--- src/rtl/lut_logic_array.sv ---
// Programmable bitwise logic engine: LANES independent K-input look-up lanes,
// one registered data stage with valid/ready, and drained run-time reconfiguration.
module lut_logic_array #(
  parameter int K = 2,
  parameter int LANES = 4,
  parameter logic [(1<<K)-1:0] FUNC_RESET = '0,
  localparam int FW = 1 << K,
  localparam int LW = (LANES > 1) ? $clog2(LANES) : 1
) (
  input  logic                 clk,
  input  logic                 rst,
  input  logic                 in_valid,
  output logic                 in_ready,
  input  logic [LANES*K-1:0]   in_data,
  output logic                 out_valid,
  input  logic                 out_ready,
  output logic [LANES-1:0]     out_data,
  input  logic                 cfg_valid,
  output logic                 cfg_ready,
  input  logic [LW-1:0]        cfg_lane,
  input  logic                 cfg_bcast,
  input  logic [FW-1:0]        cfg_func
);

  typedef enum logic [1:0] {RUN, DRAIN, APPLY} state_t;

  state_t           state;
  logic [FW-1:0]    func_q [LANES];
  logic [LANES-1:0] result_p0;
  logic [LANES-1:0] data_p1;
  logic             vld_p1;
  logic             fire;

  function automatic logic lut_pick(input logic [FW-1:0] f, input logic [K-1:0] sel);
    return f[sel];
  endfunction

  // Input acceptance is blocked outside RUN so a config never lands mid-stream.
  always_comb begin
    in_ready = (state == RUN) && (!vld_p1 || out_ready);
    fire     = in_valid && in_ready;
  end

  always_comb begin
    result_p0 = '0;
    for (int i = 0; i < LANES; i++)
      result_p0[i] = lut_pick(func_q[i], in_data[i*K +: K]);
  end

  // ---- stage p0 -> p1 : registered result word ----
  always_ff @(posedge clk or posedge rst) begin
    if (rst) begin
      vld_p1  <= 1'b0;
      data_p1 <= '0;
    end else if (fire) begin
      vld_p1  <= 1'b1;
      data_p1 <= result_p0;
    end else if (vld_p1 && out_ready) begin
      vld_p1  <= 1'b0;
    end
  end

  assign out_valid = vld_p1;
  assign out_data  = data_p1;

  always_ff @(posedge clk or posedge rst) begin
    if (rst) begin
      state     <= RUN;
      cfg_ready <= 1'b0;
    end else begin
      case (state)
        RUN: begin
          cfg_ready <= 1'b0;
          if (cfg_valid) state <= DRAIN;
        end
        DRAIN: begin
          if (!vld_p1 || out_ready) begin
            state     <= APPLY;
            cfg_ready <= 1'b1;
          end
        end
        APPLY: begin
          state     <= RUN;
          cfg_ready <= 1'b0;
        end
        default: begin
          state     <= RUN;
          cfg_ready <= 1'b0;
        end
      endcase
    end
  end

  // An out-of-range lane index matches no lane, so nothing is written.
  always_ff @(posedge clk or posedge rst) begin
    if (rst) begin
      for (int i = 0; i < LANES; i++) func_q[i] <= FUNC_RESET;
    end else if (state == APPLY) begin
      for (int i = 0; i < LANES; i++)
        if (cfg_bcast || (cfg_lane == LW'(i))) func_q[i] <= cfg_func;
    end
  end

endmodule

--- config.mk ---
export PLATFORM = sky130hd
export DESIGN_NAME = lut_logic_array
export DESIGN_NICKNAME = d
export VERILOG_FILES = /design/src/rtl/lut_logic_array.sv
export SDC_FILE = /design/constraint.sdc
export NUM_CORES = 1
export LEC_CHECK = 0
export BUFFER_PORTS_ARGS = -buffer_cell sky130_fd_sc_hd__buf_2
export CAP_MARGIN = 20
export CORE_MARGIN = 2
export CORE_UTILIZATION = 47
export CTS_CLUSTER_DIAMETER = 100
export DETAILED_ROUTE_END_ITERATION = 10
export PLACE_DENSITY = 0.74
export SETUP_SLACK_MARGIN = 0.4
export SLEW_MARGIN = 20
export SYNTH_ARGS = -nofsm -noshare
export SYNTH_HDL_FRONTEND = slang
export SYNTH_SLANG_ARGS = --single-unit
--- constraint.sdc ---
create_clock -name clk -period 1.2 [get_ports clk]
set_input_delay 0.24 -clock clk [delete_from_list [all_inputs] [get_ports clk]]
set_output_delay 0.24 -clock clk [all_outputs]
set_load 0.01 [all_outputs]
==> impl_metrics.yaml <==
cells_and_area:
  final_cell_area_um2: 1630
  n_antenna_cell: 0
  nNetsFinal: 144
  drive_above_1_share_pct: 72.4
  area_growth_pct: 41.4
  final_core_util_pct: 72.2
critical_path:
  crit_family: "flip-flops"
  regToRegEndpoint: "func_q[1]"
  critPathRequiredTime_ns: 0.96
  worstPathMaxFanout: 2
  r2r_start: "state[0]"
  reg2reg_depth: 4
  cp-start-kind: "register"
  critPathKind: "register to output pin"
  startpoint: "out_valid"
  crit_buf_inv: 2
  cp_cell_sequence: "nor2b_4 -> buf_6 -> nor3_4 -> buf_2"
  cp_data_arrival_time_ns: 1.21
  slowest_stage: "dfrtp_1"
  end_kind: "output pin"
  critical_path.max_stage_delay_ns: 0.41
  rrSetupSlack_ns: -0.18
  crit_cells: 4
grt:
  antenna_found_initial: 0
  grt_pass1_wl_um: 3670
  grt.overflow.total: 0
  grt_pass1_vias: 757
  grt_max_degree: 25
  grt_use_total_pct: 19.0
sta:
  maxSlewViolCount: 0
  rsz0062_at_grt: "true"
  period_share_pct: 121
  fmax_ghz: 0.689
  setup_viol: 22
  hold_viol: 0
  fin_worst_skew_ns: 0.00143
  worst_slew_pin_slew_ns: 0.243
  timing.slew.headroom_pct: 83.8
  worst_slack_ns: -0.252
  min_period_ns: 1.45
synth:
  synth_top_flop_cell: "dfrtp_1"
  synthAdderAreaFrac_pct: 0
  synth_top_family_by_area: "multiplexers"
  synth-xor-area-share_pct: 0
  synth_top_area_share_pct: 52.2
  synth_compound_area_share_pct: 5.11
  yosysUniqueCellTypes: 17
  yosysMostFrequentCell: "dfrtp_1"
  synth-seq-area-share_pct: 52.2
  ys_top_cells_by_area: "dfrtp_1 (52%), mux2_4 (21%), mux4_2 (7.8%), o21ai_4 (4.2%), mux2_2 (3.9%)"
  synth_cells: 68
  syn_area_per_cell_um2: 16.9
  async_reset_ff_share_pct: 100
  synthMuxAreaShare_pct: 33.5
  synth_common_cells: "dfrtp_1 (24), mux2_4 (16), mux2_2 (4), mux4_2 (4)"
  synth_nets: 88
  yosysWarnings: 0
  synth_area_um2: 1150
  ys_ff_latch: 24
  synth-simple-area-share_pct: 8.59
  yosys.area.top_type: "dfrtp_1"
  synth-edff-count: 0
routing:
  routedWlPerCell_um: 15.8
  drtIter0Drc: 5
  wl_um: 2380
  final_antenna_net_count: 0
  vias: 778
  via_per_inst: 5.15
  dr.pass1.iters: 2
  drc: 0
flow_run:
  maxCapViolations: 0
floorplanning:
  dieArea_um2: 2860
  die-width_um: 53.5
  initial_utilization_pct: 51.1
  pin_count: 27
  core-area_um2: 2250
  rows: 17
  dieHeight_um: 53.5
clock_tree:
  cts.clk_slew.worst_paths_ns: 0.13
  numCtsBuffers: 3
  h-tree-depth: 1
  ctsRootBufferMaster: "clkbuf_4"
  clk_latency_ns: 0.31
  cts.sinks: 24
  cts_tree: "done"
  clockBufferDepth: 2
power_and_ir_drop:
  power_density_nw_per_um2: 2530
  power.total_uw: 4120
  peakVddDrop_mv: 1.37
  p_leak_uw: 0.000809
placed_design:
  dpl_cell_area_um2: 1450
  numPortBuffers: 26
  place_hpwl_um: 1620
  gp_congestion: 0.681
run_status:
  status: "finished with violations"
  violations: "setup timing"
min_path:
  hold_path_end: "state[0]"
  hp-start: "cfg_valid"
  whs_path_depth: 3
  hold_class: "input port to register"
## cells in the final DEF (no fill, tap or decap)
cell type      instances
nor2b_4                2
a21oi_2                1
inv_1                  2
mux4_2                 4
clkbuf_4               3
mux2i_1                1
mux2_4                20
nor4b_4                1
buf_2                 23
nor2_1                 2
nor3b_2                1
or2_4                  1
clkbuf_1               1
nand2b_1               1
nor2b_1                2
dlygate4sd3_1          1
o21ai_4                3
buf_4                 16
dfrtp_1               23
dfrtp_2                1
buf_6                 11
a21oi_1                1
nor3_4                 1
and2b_4                1
## how the worst max path moves through the flow
stage,to,slack [ns]
floorplan,out_data[0],-0.18
global placement,out_data[3],-0.15
detailed placement,out_data[2],-0.20
CTS,in_ready,-0.24
global route,in_ready,-0.34
finish,in_ready,-0.25
## per-layer routing
layer | wire length, µm | GRT usage (%) | up-vias
met5 | 0 | 0 | -
met4 | 34 | 10.3 | 0
met3 | 65 | 1.69 | 2
met2 | 1300 | 30.9 | 15
met1 | 985 | 24.7 | 405
li1 | - | - | 356
## worst reg2reg max path, cell delays in order (launching register included)
cell and delay [ns]:
dfrtp_2 0.46, buf_6 0.13, nor2b_4 0.15, and2b_4 0.23
mux2_4 0.30
## cells by family after synthesis
logic type,Yosys count
AO/OA/AOI/OAI,5
buffers and inverters,2
AND/OR/NAND/NOR,12
flip-flops,24
multiplexers,25
## where the power goes
| part | total, µW | internal [µW] | switching, µW |
|---|---|---|---|
| Combinational | 2260 | 1570 | 695 |
| Clock | 369 | 130 | 239 |
| Sequential | 1490 | 1220 | 270 |
| Total | 4120 | 2920 | 1200 |
## final cells by class
| type | instances | area (µm²) |
|---|---|---|
| inverters | 2 | 7.51 |
| fillers | 153 | 627 |
| flip-flops and latches | 24 | 602 |
| clock buffers | 4 | 26.3 |
| well taps | 28 | 35.0 |
| multi-input cells | 42 | 588 |
| repair buffers | 51 | 369 |
## what timing repair did
item,4_1_cts,5_1_grt
gates cloned,0,0
pin swaps,0,1
buffers inserted,4,4
hold buffers,1,0
hold endpoints to repair,24,0
gates resized for setup,11,9
endpoints found under the setup margin,31,47
## stage by stage
step	TNS [ns]	cells	hold WS [ns]	worst slack [ns]
finish	-3.57	151	0.180	-0.252
global route	-4.47	151	0.194	-0.340
CTS	-3.58	147	0.159	-0.241
detailed placement	-1.83	138	0.308	-0.196
global placement	-1.33	138	0.294	-0.150
floorplan	-1.58	68	0.255	-0.176
## sequential cells by signal (all words and copies together), names as in the netlist
| name | count |
|---|---|
| out_valid | 1 |
| func_q | 16 |
| state | 2 |
| cfg_ready | 1 |
| out_data | 4 |
Note: power is estimated with default switching activity, not from simulation.
